==> src/rtl/pcecd_cmd_receiver_if.sv <==
// Handshake and command-result bundle between the SCSI initiator side and the CD command receiver.
// The master side drives the bus inputs; the receiver uses the slave modport.
interface pcecd_cmd_receiver_if;
    logic        i_start;
    logic        i_abort;
    logic        i_ack;
    logic [7:0]  i_db;
    logic        i_cmd_taken;
    logic        o_req;
    logic        o_busy;
    logic        o_cmd_valid;
    logic [7:0]  o_cmd_opcode;
    logic [3:0]  o_cmd_len;
    logic [79:0] o_cmd_bytes;
    logic        o_unsupported;
    logic        o_timeout;

    modport master (
        output i_start, i_abort, i_ack, i_db, i_cmd_taken,
        input  o_req, o_busy, o_cmd_valid, o_cmd_opcode, o_cmd_len,
               o_cmd_bytes, o_unsupported, o_timeout
    );

    modport slave (
        input  i_start, i_abort, i_ack, i_db, i_cmd_taken,
        output o_req, o_busy, o_cmd_valid, o_cmd_opcode, o_cmd_len,
               o_cmd_bytes, o_unsupported, o_timeout
    );
endinterface

==> src/rtl/pcecd_cmd_receiver.sv <==
// Collects a 6- or 10-byte command over the REQ/ACK handshake during COMMAND phase.
// The command length is decided by the opcode group as soon as byte 0 arrives.
module pcecd_cmd_receiver #(
    parameter logic [15:0] TIMEOUT_CYCLES = 16'd50000
) (
    input  logic                  i_clk,
    input  logic                  i_rst,
    pcecd_cmd_receiver_if.slave   bus
);

    typedef enum logic [1:0] {
        IDLE,
        REQ_HI,
        ACK_LOW_WAIT,
        DONE
    } state_t;

    state_t           state;
    state_t           state_d;
    logic [3:0]       count;
    logic [3:0]       target_len;
    logic [9:0][7:0]  cmd_bytes;
    logic             unsupported;
    logic             timeout_q;
    logic [15:0]      idle_cnt;
    logic             capture;
    logic             timeout_hit;
    logic             idle_limit;
    logic             handshaking;

    function automatic logic opcode_supported(input logic [7:0] op);
        case (op)
            8'h00, 8'h03, 8'h08, 8'hD8,
            8'hD9, 8'hDA, 8'hDD, 8'hDE: return 1'b1;
            default:                    return 1'b0;
        endcase
    endfunction

    assign handshaking = (state == REQ_HI) || (state == ACK_LOW_WAIT);
    assign idle_limit  = (idle_cnt == TIMEOUT_CYCLES - 16'd1);

    always_ff @(posedge i_clk) begin
        if (i_rst) begin
            state <= IDLE;
        end else begin
            state <= state_d;
        end
    end

    // Abort overrides everything, including a handshake or timeout landing in the same cycle.
    always_comb begin
        state_d     = state;
        capture     = 1'b0;
        timeout_hit = 1'b0;
        case (state)
            IDLE: begin
                if (bus.i_start) begin
                    state_d = REQ_HI;
                end
            end
            REQ_HI: begin
                if (bus.i_ack) begin
                    state_d = ACK_LOW_WAIT;
                    capture = 1'b1;
                end else if (idle_limit) begin
                    state_d     = IDLE;
                    timeout_hit = 1'b1;
                end
            end
            ACK_LOW_WAIT: begin
                if (!bus.i_ack) begin
                    state_d = (count < target_len) ? REQ_HI : DONE;
                end else if (idle_limit) begin
                    state_d     = IDLE;
                    timeout_hit = 1'b1;
                end
            end
            DONE: begin
                if (bus.i_cmd_taken) begin
                    state_d = IDLE;
                end
            end
            default: state_d = IDLE;
        endcase
        if (bus.i_abort) begin
            state_d     = IDLE;
            capture     = 1'b0;
            timeout_hit = 1'b0;
        end
    end

    // Captured bytes survive an abort so the last partial command can still be inspected.
    always_ff @(posedge i_clk) begin
        if (i_rst) begin
            count       <= 4'd0;
            target_len  <= 4'd0;
            cmd_bytes   <= '0;
            unsupported <= 1'b0;
            timeout_q   <= 1'b0;
            idle_cnt    <= 16'd0;
        end else begin
            timeout_q <= timeout_hit;
            if (!handshaking || (state_d != state)) begin
                idle_cnt <= 16'd0;
            end else begin
                idle_cnt <= idle_cnt + 16'd1;
            end
            if ((state == IDLE) && (state_d == REQ_HI)) begin
                count       <= 4'd0;
                target_len  <= 4'd6;
                cmd_bytes   <= '0;
                unsupported <= 1'b0;
            end
            if (capture) begin
                cmd_bytes[count] <= bus.i_db;
                count            <= count + 4'd1;
                if (count == 4'd0) begin
                    target_len  <= (bus.i_db[7:5] == 3'b000) ? 4'd6 : 4'd10;
                    unsupported <= !opcode_supported(bus.i_db);
                end
            end
        end
    end

    assign bus.o_req         = (state == REQ_HI);
    assign bus.o_busy        = (state != IDLE);
    assign bus.o_cmd_valid   = (state == DONE);
    assign bus.o_cmd_opcode  = cmd_bytes[0];
    assign bus.o_cmd_len     = count;
    assign bus.o_cmd_bytes   = cmd_bytes;
    assign bus.o_unsupported = unsupported;
    assign bus.o_timeout     = timeout_q;

endmodule

==> src/flat_wrapper.sv <==
// flat-port wrapper written by rule: the top's interface ports become plain ports
module pcecd_cmd_receiver_flat 
#(
    parameter logic [15:0] TIMEOUT_CYCLES = 16'd50000
)
  (i_clk, i_rst, bus_i_start, bus_i_abort, bus_i_ack, bus_i_db, bus_i_cmd_taken, bus_o_req, bus_o_busy, bus_o_cmd_valid, bus_o_cmd_opcode, bus_o_cmd_len, bus_o_cmd_bytes, bus_o_unsupported, bus_o_timeout);
  pcecd_cmd_receiver_if bus_i ();
  input  logic i_clk;
  input  logic i_rst;
  input wire logic [$bits(bus_i.i_start)-1:0] bus_i_start;
  input wire logic [$bits(bus_i.i_abort)-1:0] bus_i_abort;
  input wire logic [$bits(bus_i.i_ack)-1:0] bus_i_ack;
  input wire logic [$bits(bus_i.i_db)-1:0] bus_i_db;
  input wire logic [$bits(bus_i.i_cmd_taken)-1:0] bus_i_cmd_taken;
  output wire logic [$bits(bus_i.o_req)-1:0] bus_o_req;
  output wire logic [$bits(bus_i.o_busy)-1:0] bus_o_busy;
  output wire logic [$bits(bus_i.o_cmd_valid)-1:0] bus_o_cmd_valid;
  output wire logic [$bits(bus_i.o_cmd_opcode)-1:0] bus_o_cmd_opcode;
  output wire logic [$bits(bus_i.o_cmd_len)-1:0] bus_o_cmd_len;
  output wire logic [$bits(bus_i.o_cmd_bytes)-1:0] bus_o_cmd_bytes;
  output wire logic [$bits(bus_i.o_unsupported)-1:0] bus_o_unsupported;
  output wire logic [$bits(bus_i.o_timeout)-1:0] bus_o_timeout;
  assign bus_i.i_start = bus_i_start;
  assign bus_i.i_abort = bus_i_abort;
  assign bus_i.i_ack = bus_i_ack;
  assign bus_i.i_db = bus_i_db;
  assign bus_i.i_cmd_taken = bus_i_cmd_taken;
  assign bus_o_req = bus_i.o_req;
  assign bus_o_busy = bus_i.o_busy;
  assign bus_o_cmd_valid = bus_i.o_cmd_valid;
  assign bus_o_cmd_opcode = bus_i.o_cmd_opcode;
  assign bus_o_cmd_len = bus_i.o_cmd_len;
  assign bus_o_cmd_bytes = bus_i.o_cmd_bytes;
  assign bus_o_unsupported = bus_i.o_unsupported;
  assign bus_o_timeout = bus_i.o_timeout;
  pcecd_cmd_receiver #(.TIMEOUT_CYCLES(TIMEOUT_CYCLES)) u_core (.i_clk(i_clk), .i_rst(i_rst), .bus(bus_i));
endmodule
==> config.mk <==
export PLATFORM = sky130hd
export DESIGN_NAME = pcecd_cmd_receiver_flat
export DESIGN_NICKNAME = d
export VERILOG_FILES = /design/src/rtl/pcecd_cmd_receiver_if.sv /design/src/rtl/pcecd_cmd_receiver.sv /design/src/flat_wrapper.sv
export SDC_FILE = /design/constraint.sdc
export NUM_CORES = 1
export LEC_CHECK = 0
export BUFFER_PORTS_ARGS = -buffer_cell sky130_fd_sc_hd__buf_2
export CAP_MARGIN = 20
export CORE_MARGIN = 5
export CORE_UTILIZATION = 45
export DETAILED_ROUTE_END_ITERATION = 10
export GPL_TIMING_DRIVEN = 1
export MAX_ROUTING_LAYER = met4
export PLACE_DENSITY = 0.69
export SLEW_MARGIN = 30
export SYNTH_ARGS = -nofsm -noshare
export SYNTH_HDL_FRONTEND = slang
export SYNTH_SLANG_ARGS = --single-unit
==> constraint.sdc <==
create_clock -name i_clk -period 4.9 [get_ports i_clk]
set_clock_uncertainty 0.1 [all_clocks]
set_input_delay 0.245 -clock i_clk [delete_from_list [all_inputs] [get_ports i_clk]]
set_output_delay 0.245 -clock i_clk [all_outputs]
set_load 0.01 [all_outputs]
==> reports/results.txt, run 1 <==
Vias per inst - 5.437
CP Max Fanout - 22
Internal Pwr Total - 1.160 mW
Final setup margin - 1.872 ns
Sequential share of power - 0.568
Gate count of the mapped netlist - 488
Top_reg_cell synth - dfxtp_1
Final Wtd Congestion - 0.8030
Max-slew violations - 0
Vias in the first global route - 3,401
Sw Pwr - 405.2 uW
Hold path depth - 2
Crit Path Category - register to register
Port buffer count - 110
Clock period minus final worst setup slack - 3.028 ns
Rel. slew slack - 0.3620
Core Util, Final - 0.5331
Clock Tree Buf Depth - 2
Largest net degree at the start of global routing - 54
FP Rows - 36
Cts hold-fix bufs - 0
Fraction of registers with async set/reset - 0
Layout area overhead - 16.43%
Synth cell count leaders - 108 x dfxtp_1, 90 x nand3_1, 76 x o21ai_0
Reg2reg start - u_core.state[1]
H-tree Lvls - 3
CTS resizes - 0
RR Endpoint - u_core.idle_cnt[2]
Worst Hold Class - primary input to register
Sw Ratio - 0.2590
DP HPWL - 7.917 mm
Non-Filler Cell Area, Final - 0.005186 sq mm
Max-Cap Viols - 0
CP Launch Type - register
Min-delay src - bus_i_abort
Worst IR Drop VDD - 0.1800 mV
Core area - 0.009729 sq mm
Gr usage total - 0.1862
CTS tree - built
Crit path required time - 5.00 ns
Combinational power share - 0.065
Slew @ Worst Pin - 0.9557 ns
Vias - 3,833
Dpl ws - 1.892 ns
Area share of the largest cell type after synthesis - 0.4854
Static Leakage - 2.097 nW
FILL cells - 931
First-pass GRT wire length - 17.11 mm
Initial antenna violation count - 0
I/O pin cnt - 111
Chip height - 109.5 um
Number of remaining DRC errors - 0
Nets@finish - 593
Die area - 0.01199 sq mm
Multi-input logic area - 0.002022 sq mm
Tcrit/Tclk final - 0.6180
Post-Synthesis Cell Area - 0.004454 sq mm
RSZ-0062 raised after global routing - no
Status - finished, final reports clean
CTS Buf Count - 9
Mapped Nets - 514
Yosys top cell by area - dfxtp_1
Initial DRC count - 234
N_diodes - 0
Pwr Total - 1.565 mW
Clock power frac - 0.368
Placed instance area - 0.004969 sq mm
Setup Buffers After CTS - 0
Unique masters post-synth - 48
Die W - 109.5 um
DRT antenna net count - 0
PD cells - 301.7 mW/mm^2
Initial Util - 0.4578
Setup TNS - 0 ns
Worst hold path endpoint - u_core.bus.o_timeout
Total grt overflow - 0
Reg2Reg Depth - 7
Insertion delay to the later sink of the worst-skew pair - 0.36 ns
Most frequent cell after synthesis - dfxtp_1
Final setup violation count - 0
Reg clk slew, reported paths - 0.11 ns
Crit path DAT - 3.12 ns
Register Area - 0.002162 sq mm
Num Clock Sinks - 108
Yosys warnings - 0
CTS root buffer - clkbuf_8
Total wire length - 10.97 mm
Main area contributors after synthesis - dfxtp_1 49%, nand3_1 10%, o21ai_0 8.5%
Drt first pass iters - 5
Crit. End Element - register
Synth Register Bits - 108
Fmax - 330.3 MHz
Mean Syn Cell Area - 9.128 sq um
Wirelength per Cell - 15.55 um
Post-synth EDFFs - 0
Fin. Hold Viols - 0
Sequential-to-total area share from yosys stat - 0.4854
Share of post-route cells with drive strength above 1 - 0.2622
Setup slack, reg-to-reg - 1.87 ns
## per-layer routing
| metal | routed length, um | part of all wire | track usage | vias to the layer above |
|---|---|---|---|---|
| li1 | - | - | - | 1904 |
| met1 | 4837 | 0.44 | 0.2371 | 1794 |
| met2 | 5246 | 0.48 | 0.3012 | 121 |
| met3 | 694 | 0.063 | 0.04169 | 14 |
| met4 | 187 | 0.017 | 0.04720 | 0 |
| met5 | 0 | 0 | - | - |
## placed cells by master, fill, tap and decap left out, types with 7 or more instances in the layout
cell type	instances
nor2_1	15
ha_1	12
a2111oi_2	9
nand2_1	19
xnor2_1	11
buf_2	110
dfxtp_1	108
a21oi_1	8
a2111oi_0	7
o21ai_1	10
o21ai_0	76
nand3_1	90
clkbuf_8	9
nand2b_1	12
inv_1	12
## worst max-delay path: stages, from the launching register on
cell and delay, ns:
dfxtp_1 0.97, inv_1 0.16, ha_1 0.33, a211oi_1 0.24
o211ai_1 0.16, and2_1 0.21, o21ai_4 0.49, a2111oi_0 0.20
## kinds of logic after synthesis
| group | synth area share |
|---|---|
| and+or+nand+nor | 0.2065 |
| AOI/OAI and AO/OA | 0.1803 |
| DFF | 0.4854 |
| buffers and inverters | 0.06236 |
| xor gates and xnor gates | 0.02949 |
| adders and majority gates | 0.03371 |
| muxes | 0.002247 |
## flip-flops by register name (all words and copies together) (netlist names)
name and flops:
u_core.idle_cnt 16, u_core.state 2, u_core.bus.o_timeout 1, u_core.bus.o_cmd_opcode 8
u_core.bus.o_cmd_bytes 72, u_core.target_len 4, u_core.bus.o_unsupported 1, u_core.bus.o_cmd_len 4
## worst max-delay path by stage
stage	start	end
floorplan	u_core.state[1]	u_core.idle_cnt[10]
global placement	u_core.state[1]	u_core.idle_cnt[4]
detailed placement	u_core.state[1]	u_core.idle_cnt[2]
CTS	u_core.state[1]	u_core.idle_cnt[2]
global route	u_core.state[1]	u_core.idle_cnt[3]
finish	u_core.state[1]	u_core.idle_cnt[2]
## power by group through the flow
stage | Clock (mW) | Sequential (mW) | Combinational [mW]
4_1_cts | 0.588 | 0.888 | 0.101
3_3_place_gp | 0 | 0.908 | 0.0991
5_1_grt | 0.620 | 0.889 | 0.113
3_5_place_dp | 0 | 0.908 | 0.101
2_1_floorplan | 0 | 0.906 | 0.0777
6_report | 0.575 | 0.888 | 0.101
## layout make-up
class	count	area share
inverter	12	0.008685
tap	133	0.03209
clock buffer	9	0.02388
timing repair buffer	113	0.1105
sequential	108	0.4169
clock inverter	7	0.01809
multi-input combinational	323	0.3899
## metrics by stage
stage          instances  hold WS, ns
6_report             705      0.09247
5_1_grt              705      0.09585
4_1_cts              705      0.07842
3_5_place_dp         689       0.3507
3_3_place_gp         689       0.3448
2_1_floorplan        488       0.3414
No activity file was read; power rests on OpenSTA's default activity.
==> run 2: changes to the inputs <==
==> constraint.sdc (replaced) <==
create_clock -name i_clk -period 2.9 [get_ports i_clk]
set_clock_uncertainty 0.1 [all_clocks]
set_input_delay 0.145 -clock i_clk [delete_from_list [all_inputs] [get_ports i_clk]]
set_output_delay 0.145 -clock i_clk [all_outputs]
set_load 0.01 [all_outputs]
==> run 2 against run 1 <==
Compared with the run above:
- fmax up 20%
- clock power grew 60%
- largest power group unchanged
- register-to-register slack got worse by 1.5 ns
- largest cell class unchanged
- critical path type unchanged
- final area rose by 0.87%
==> reports/results.txt, run 2 (same netlist as run 1, synthesis figures left out) <==
Status - finished, final reports clean
DRT antenna net count - 0 (unchanged)
Insertion delay to the later sink of the worst-skew pair - 0.37 ns (about the same)
Nets@finish - 596 (+0.51%)
Combinational power share - 0.072 (+0.007)
Crit Path Category - register to register
Reg2Reg Depth - 7 (unchanged)
Crit path required time - 3.02 ns (-1.98 ns)
Worst hold path endpoint - u_core.target_len[1]
Worst Hold Class - primary input to register
CTS root buffer - clkbuf_8
Non-Filler Cell Area, Final - 0.005231 sq mm (+0.87%)
Sw Pwr - 693.3 uW (+71%)
PD cells - 497.5 mW/mm^2 (+65%)
Total wire length - 10.98 mm (+0.17%)
Sw Ratio - 0.2664 (+0.007410)
Share of post-route cells with drive strength above 1 - 0.2626 (+0.0003709)
FP Rows - 36 (unchanged)
Gr usage total - 0.1871 (+0.0008621)
Largest net degree at the start of global routing - 44 (-19%)
H-tree Lvls - 3 (unchanged)
Fmax - 395.4 MHz (+20%)
CP Launch Type - register
Chip height - 109.5 um (unchanged)
First-pass GRT wire length - 16.96 mm (-0.85%)
Setup Buffers After CTS - 0 (unchanged)
Clock period minus final worst setup slack - 2.529 ns (-0.4987 ns)
Max-Cap Viols - 0 (unchanged)
Port buffer count - 110 (unchanged)
Reg2reg start - u_core.state[0]
Initial DRC count - 266 (+14%)
Core area - 0.009729 sq mm (unchanged)
Tcrit/Tclk final - 0.8721 (+0.2542)
Slew @ Worst Pin - 0.7029 ns (-0.2528 ns)
Worst IR Drop VDD - 0.2125 mV (+18%)
Vias - 3,799 (-0.89%)
Total grt overflow - 0 (unchanged)
Wirelength per Cell - 15.51 um (-0.25%)
CP Max Fanout - 16 (-27%)
Max reg flops - 72 (unchanged)
Min-delay src - i_rst
Vias in the first global route - 3,333 (-2.0%)
Setup slack, reg-to-reg - 0.37 ns (-1.50 ns)
Register Area - 0.002162 sq mm (unchanged)
RR Endpoint - u_core.idle_cnt[0]
N_diodes - 0 (unchanged)
Clock power frac - 0.353 (-0.015)
Initial antenna violation count - 0 (unchanged)
CTS Buf Count - 9 (unchanged)
Multi-input logic area - 0.002022 sq mm (unchanged)
Placed instance area - 0.004981 sq mm (+0.25%)
Hold path depth - 2 (unchanged)
Final setup violation count - 0 (unchanged)
Setup TNS - 0 ns (unchanged)
Die W - 109.5 um (unchanged)
Clock Tree Buf Depth - 2 (unchanged)
Fin. Hold Viols - 0 (unchanged)
Static Leakage - 2.119 nW (+1.1%)
I/O pin cnt - 111 (unchanged)
Layout area overhead - 17.44%
Num Clock Sinks - 108 (unchanged)
Crit. End Element - register
Crit path DAT - 2.65 ns (-0.47 ns)
FILL cells - 910 (-2.3%)
Initial Util - 0.4578 (unchanged)
CTS tree - built
Die area - 0.01199 sq mm (unchanged)
Max-slew violations - 0 (unchanged)
Final Wtd Congestion - 0.8941 (+11%)
Vias per inst - 5.366 (-1.3%)
Drt first pass iters - 4 (-1)
DP HPWL - 7.838 mm (-1.0%)
Sequential share of power - 0.575 (+0.007)
Internal Pwr Total - 1.909 mW (+65%)
Reg clk slew, reported paths - 0.11 ns (about the same)
Most common cell after layout, fill and taps aside - buf_2
RSZ-0062 raised after global routing - no
Number of remaining DRC errors - 0 (unchanged)
Pwr Total - 2.603 mW (+66%)
Most frequent cells in the layout - 110 x buf_2, 108 x dfxtp_1, 90 x nand3_1, 76 x o21ai_0, 19 x nand2_1
Rel. slew slack - 0.5303 (+0.1683)
## run 2: cell count changes in the layout (fill, tap and decap cells not counted), sizes merged
cell and change:
buf +1, inv +1, clkinvlp -1, clkbuf +1
dlygate4sd3 +2, bufinv -1
## run 2: area by class of cell
| type | instances | share of cell area |
|---|---|---|
| Tap cell | 133 | 0.03181 |
| Clock buffer | 10 | 0.02631 |
| Inverter | 12 | 0.008610 |
| Multi-Input combinational cell | 323 | 0.3865 |
| Timing Repair Buffer | 116 | 0.1210 |
| Clock inverter | 6 | 0.01244 |
| Sequential cell | 108 | 0.4133 |
## run 2: stage by stage
stage                     utilization  hold WS [ns]  instances  setup WS (ns)
final                          0.5377       0.02645        708         0.3708
after global routing           0.5377       0.02670        708        0.09382
after CTS                      0.5349      0.002863        707         0.3277
after detailed placement       0.5120        0.3516        689         0.3467
after global placement         0.5120        0.3437        689         0.4781
after floorplan                     -        0.2531        488         0.1215
## run 2: worst max path at each step
stage,cells past startpoint,slack (ns),endpoint,from
after detailed placement,8,0.35,u_core.bus.o_cmd_bytes[71],u_core.state[0]
after CTS,8,0.33,u_core.bus.o_cmd_bytes[71],u_core.state[0]
after global placement,6,0.48,u_core.bus.o_unsupported,u_core.state[0]
after global routing,6,0.09,u_core.bus.o_unsupported,u_core.state[0]
final,7,0.37,u_core.idle_cnt[0],u_core.state[0]
after floorplan,10,0.12,u_core.idle_cnt[10],u_core.state[1]
## run 2: layer usage
layer / routed length, um / vias to the layer above / track usage / share of wire
li1: - / 1909 / - / -
met4: 139 / 0 / 0.05788 / 0.013
met5: 0 / - / - / 0
met3: 777 / 10 / 0.04169 / 0.071
met1: 4833 / 1761 / 0.2416 / 0.44
met2: 5233 / 119 / 0.2934 / 0.48
## run 2: critical path, stage by stage (launching register included)
cell and delay (ns):
dfxtp_1 0.47, inv_1 0.11, ha_1 0.30, a211oi_1 0.28
o211ai_1 0.18, and2_1 0.21, o21ai_4 0.50, a2111oi_0 0.21
## run 2: timing repair
item	CTS	global route
gates resized for setup	0	0
endpoints found under the setup margin	0	0
endpoints found under the hold margin	3	0
hold buffers	2	0
## run 2: power groups by stage
stage | clock [mW] | sequential [mW] | combinational [mW]
4_1_cts | 0.944 | 1.50 | 0.181
3_5_place_dp | 0 | 1.53 | 0.179
3_3_place_gp | 0 | 1.53 | 0.174
2_1_floorplan | 0 | 1.53 | 0.131
5_1_grt | 1.00 | 1.50 | 0.206
6_report | 0.918 | 1.50 | 0.188
==> run 3: changes to the inputs <==
--- a/config.mk
+++ b/config.mk
@@ -5,6 +5,7 @@
 export SDC_FILE = /design/constraint.sdc
 export NUM_CORES = 1
 export LEC_CHECK = 0
+export ABC_AREA = 1
 export BUFFER_PORTS_ARGS = -buffer_cell sky130_fd_sc_hd__buf_2
 export CAP_MARGIN = 20
 export CORE_MARGIN = 5
==> run 3 against run 2 <==
Compared with the run above:
- count of clock-buffer cells in the layout decreased by 1
- synthesized cell count increased by 25%
- wire length increased by 12%
- core utilization decreased by 1.1 points
- global-route usage increased by 1.6 points
- critical path depth increased by 8
- fmax increased by 12%
- critical path type unchanged
- largest power group unchanged
==> reports/results.txt, run 3 <==
Clock power frac - 0.342 (-0.011)
Main area contributors after synthesis - dfxtp_1 47%, nand2_1 9.9%, a21oi_1 9.6%
Nets@finish - 716 (+20%)
Wirelength per Cell - 14.78 um (-4.8%)
CTS root buffer - clkbuf_8
Unique masters post-synth - 27 (-44%)
Core area - 0.01018 sq mm (+4.7%)
PD cells - 480.7 mW/mm^2 (-3.4%)
CP Max Fanout - 51 (+35)
Largest net degree at the start of global routing - 84 (+91%)
First-pass GRT wire length - 20.27 mm (+20%)
Multi-input logic area - 0.002083 sq mm (+3.0%)
CP Launch Type - register
Most frequent cells in the layout - 122 x nand2_1, 110 x buf_2, 108 x dfxtp_1, 89 x a21oi_1, 87 x o21ai_0
Status - finished, final reports clean
Static Leakage - 2.254 nW (+6.4%)
Slowest CP cell - dfxtp_1
Final Wtd Congestion - 0.9291 (+3.9%)
Final setup violation count - 0 (unchanged)
Vias in the first global route - 4,024 (+21%)
DP HPWL - 8.463 mm (+8.0%)
Fin. Hold Viols - 0 (unchanged)
Total grt overflow - 0 (unchanged)
Mapped Nets - 637 (+24%)
CTS Buf Count - 9 (unchanged)
Tcrit/Tclk final - 0.7803 (-0.09188)
Share of post-route cells with drive strength above 1 - 0.2029 (-0.05973)
Sw Pwr - 699.3 uW (+0.87%)
Clock period minus final worst setup slack - 2.263 ns (-0.2664 ns)
Placed instance area - 0.005154 sq mm (+3.5%)
Crit path required time - 3.10 ns (+0.08 ns)
Vias per inst - 5.143 (-4.1%)
Worst IR Drop VDD - 0.2358 mV (+11%)
Crit path DAT - 2.46 ns (-0.19 ns)
Post-synth EDFFs - 0 (unchanged)
Setup TNS - 0 ns (unchanged)
Vias - 4,274 (+13%)
Insertion delay to the later sink of the worst-skew pair - 0.37 ns (about the same)
Internal Pwr Total - 1.879 mW (-1.6%)
CTS tree - built
Die W - 111.6 um (+1.9%)
Synth Register Bits - 108 (unchanged)
Max stage delay on crit path - 0.48 ns (-0.02 ns)
Max-Cap Viols - 0 (unchanged)
Area share of and/or/nand/nor cells after synthesis - 0.1866 (-0.01982)
Non-Filler Cell Area, Final - 0.005364 sq mm (+2.5%)
Drt first pass iters - 4 (unchanged)
Max reg flops - 72 (unchanged)
Synth cell count leaders - 122 x nand2_1, 108 x dfxtp_1, 89 x a21oi_1
Hold slack - 0.1073 ns (+0.08088 ns)
Dpl ws - 0.6496 ns (+0.3029 ns)
FILL cells - 1,020 (+12%)
Crit-path most repeated cell - nand2_1
Max-slew violations - 0 (unchanged)
Chip height - 111.6 um (+1.9%)
Yosys warnings - 0 (unchanged)
Area share of the largest cell type after synthesis - 0.4654 (-0.02000)
Post-synthesis mux area share - 0 (-0.002247)
Num Clock Sinks - 108 (unchanged)
Layout area overhead - 15.46%
Gate count of the mapped netlist - 611 (+25%)
Gr usage total - 0.2027 (+0.01567)
Fmax - 441.9 MHz (+12%)
Dpl cells - 813 (+18%)
Fraction of the mapped netlist area in compound gates - 0.2012 (+0.02085)
Reg clk slew, reported paths - 0.11 ns (about the same)
Number of remaining DRC errors - 0 (unchanged)
Port buffer count - 110 (unchanged)
Register Area - 0.002162 sq mm (unchanged)
Non-Filler Instances - 831 (+17%)
Crit. End Element - register
Rel. slew slack - 0.5508 (+0.02052)
RSZ-0062 raised after global routing - no
Slew @ Worst Pin - 0.6738 ns (-0.02908 ns)
I/O pin cnt - 111 (unchanged)
Mean Syn Cell Area - 7.603 sq um (-17%)
Most frequent cell after synthesis - nand2_1
Sequential-to-total area share from yosys stat - 0.4654 (-0.02000)
Adder-cell area share of the yosys netlist - 0.03232 (-0.001389)
Crit Path Category - register to register
Crit-path cells - inv_1 -> nand2_1 -> nand2_1 -> nand2_1 -> nand2_1 -> nand2_1 -> nand2_1 -> nand2_1 -> nor2_1 -> nand2_1 -> nand2_2 -> nand2_2 -> buf_4 -> nand2_1 -> a21oi_1
Setup Buffers After CTS - 0 (unchanged)
H-tree Lvls - 3 (unchanged)
Top_reg_cell synth - dfxtp_1
Initial Util - 0.4561 (-0.001676)
Die area - 0.01246 sq mm (+3.9%)
Final setup margin - 0.6372 ns (+0.2664 ns)
Worst Hold Class - primary input to register
FP Rows - 37 (+2.8%)
Combinational power share - 0.077 (+0.005)
Sw Ratio - 0.2712 (+0.004869)
Initial antenna violation count - 0 (unchanged)
Total wire length - 12.28 mm (+12%)
DRT antenna net count - 0 (unchanged)
Post-Synthesis Cell Area - 0.004646 sq mm (+4.3%)
Initial DRC count - 321 (+21%)
Fraction of registers with async set/reset - 0 (unchanged)
N_diodes - 0 (unchanged)
Largest family of logic cells by synthesized area - compound AO/OA/AOI/OAI gates
Sequential share of power - 0.581 (+0.006)
Yosys top cell by area - dfxtp_1
Clock Tree Buf Depth - 2 (unchanged)
Xor/xnor cell area share of the yosys netlist - 0.02828 (-0.001215)
Most common cell after layout, fill and taps aside - nand2_1
run 3: cell types whose count changed after synthesis, moves of 11 or more:
cell,before,now
nand2_1,19,122
a21oi_1,8,89
nand3_1,90,25
inv_1,12,39
nor3_1,3,18
nand2b_1,12,0
nor2_1,16,28
o21ai_0,76,87
run 3: routing by layer:
| metal | track usage | vias up | wire length [um] | part of all wire |
|---|---|---|---|---|
| li1 | - | 2168 | - | - |
| met1 | 0.2681 | 1976 | 5606 | 0.46 |
| met2 | 0.3217 | 115 | 5769 | 0.47 |
| met3 | 0.03207 | 15 | 711 | 0.058 |
| met4 | 0.06083 | 0 | 193 | 0.016 |
| met5 | - | - | 0 | 0 |
run 3: area by class of cell:
type                            count  share of cell area
Tap cell                          136             0.03172
Clock inverter                      7             0.01236
Multi-Input combinational cell    414              0.3884
Timing Repair Buffer              117              0.1134
Sequential cell                   108              0.4031
Clock buffer                        9             0.02309
Inverter                           40             0.02799
run 3: repair_timing:
action                                 CTS  global route
hold buffers                             2             0
endpoints found under the hold margin    8             0
resized for setup                        0             0
run 3: worst max-delay path, delay by kind of cell (launching register included):
kind | cells | cell delay (ns)
AO/OA/AOI/OAI | 1 | 0.16
buffers and inverters | 2 | 0.58
flip-flops | 1 | 0.48
AND/OR/NAND/NOR | 12 | 0.84
run 3: power groups by stage:
| stage | clock network [mW] | logic, mW | registers (mW) |
|---|---|---|---|
| detailed placement | 0 | 0.197 | 1.53 |
| finish | 0.881 | 0.199 | 1.50 |
| global placement | 0 | 0.192 | 1.53 |
| floorplan | 0 | 0.146 | 1.53 |
| CTS | 0.907 | 0.199 | 1.50 |
| global route | 0.971 | 0.224 | 1.50 |
run 3: kinds of logic after synthesis:
kind of cell | Yosys count
adders and majority gates | 12
DFF | 108
AOI/OAI and AO/OA | 182
xor gates and xnor gates | 15
and+or+nand+nor | 205
buffers and inverters | 89
run 3: metrics by stage:
| step | power (mW) | utilization |
|---|---|---|
| 3_3_place_gp | 1.724 | 0.5060 |
| 2_1_floorplan | 1.679 | - |
| 6_report | 2.578 | 0.5267 |
| 3_5_place_dp | 1.729 | 0.5060 |
| 5_1_grt | 2.695 | 0.5267 |
| 4_1_cts | 2.605 | 0.5267 |
run 3: worst paths after layout:
path / to / slack [ns] / startpoint / depth (start not counted)
worst max-delay path: u_core.bus.o_cmd_bytes[32] / 0.64 / u_core.bus.o_cmd_len[0] / 15
worst min-delay path: u_core.state[1] / 0.11 / bus_i_start / 6
worst max register to register: u_core.bus.o_cmd_bytes[32] / 0.64 / u_core.bus.o_cmd_len[0] / 15
worst min register to register: u_core.bus.o_cmd_bytes[79] / 0.37 / u_core.bus.o_cmd_bytes[79] / 2
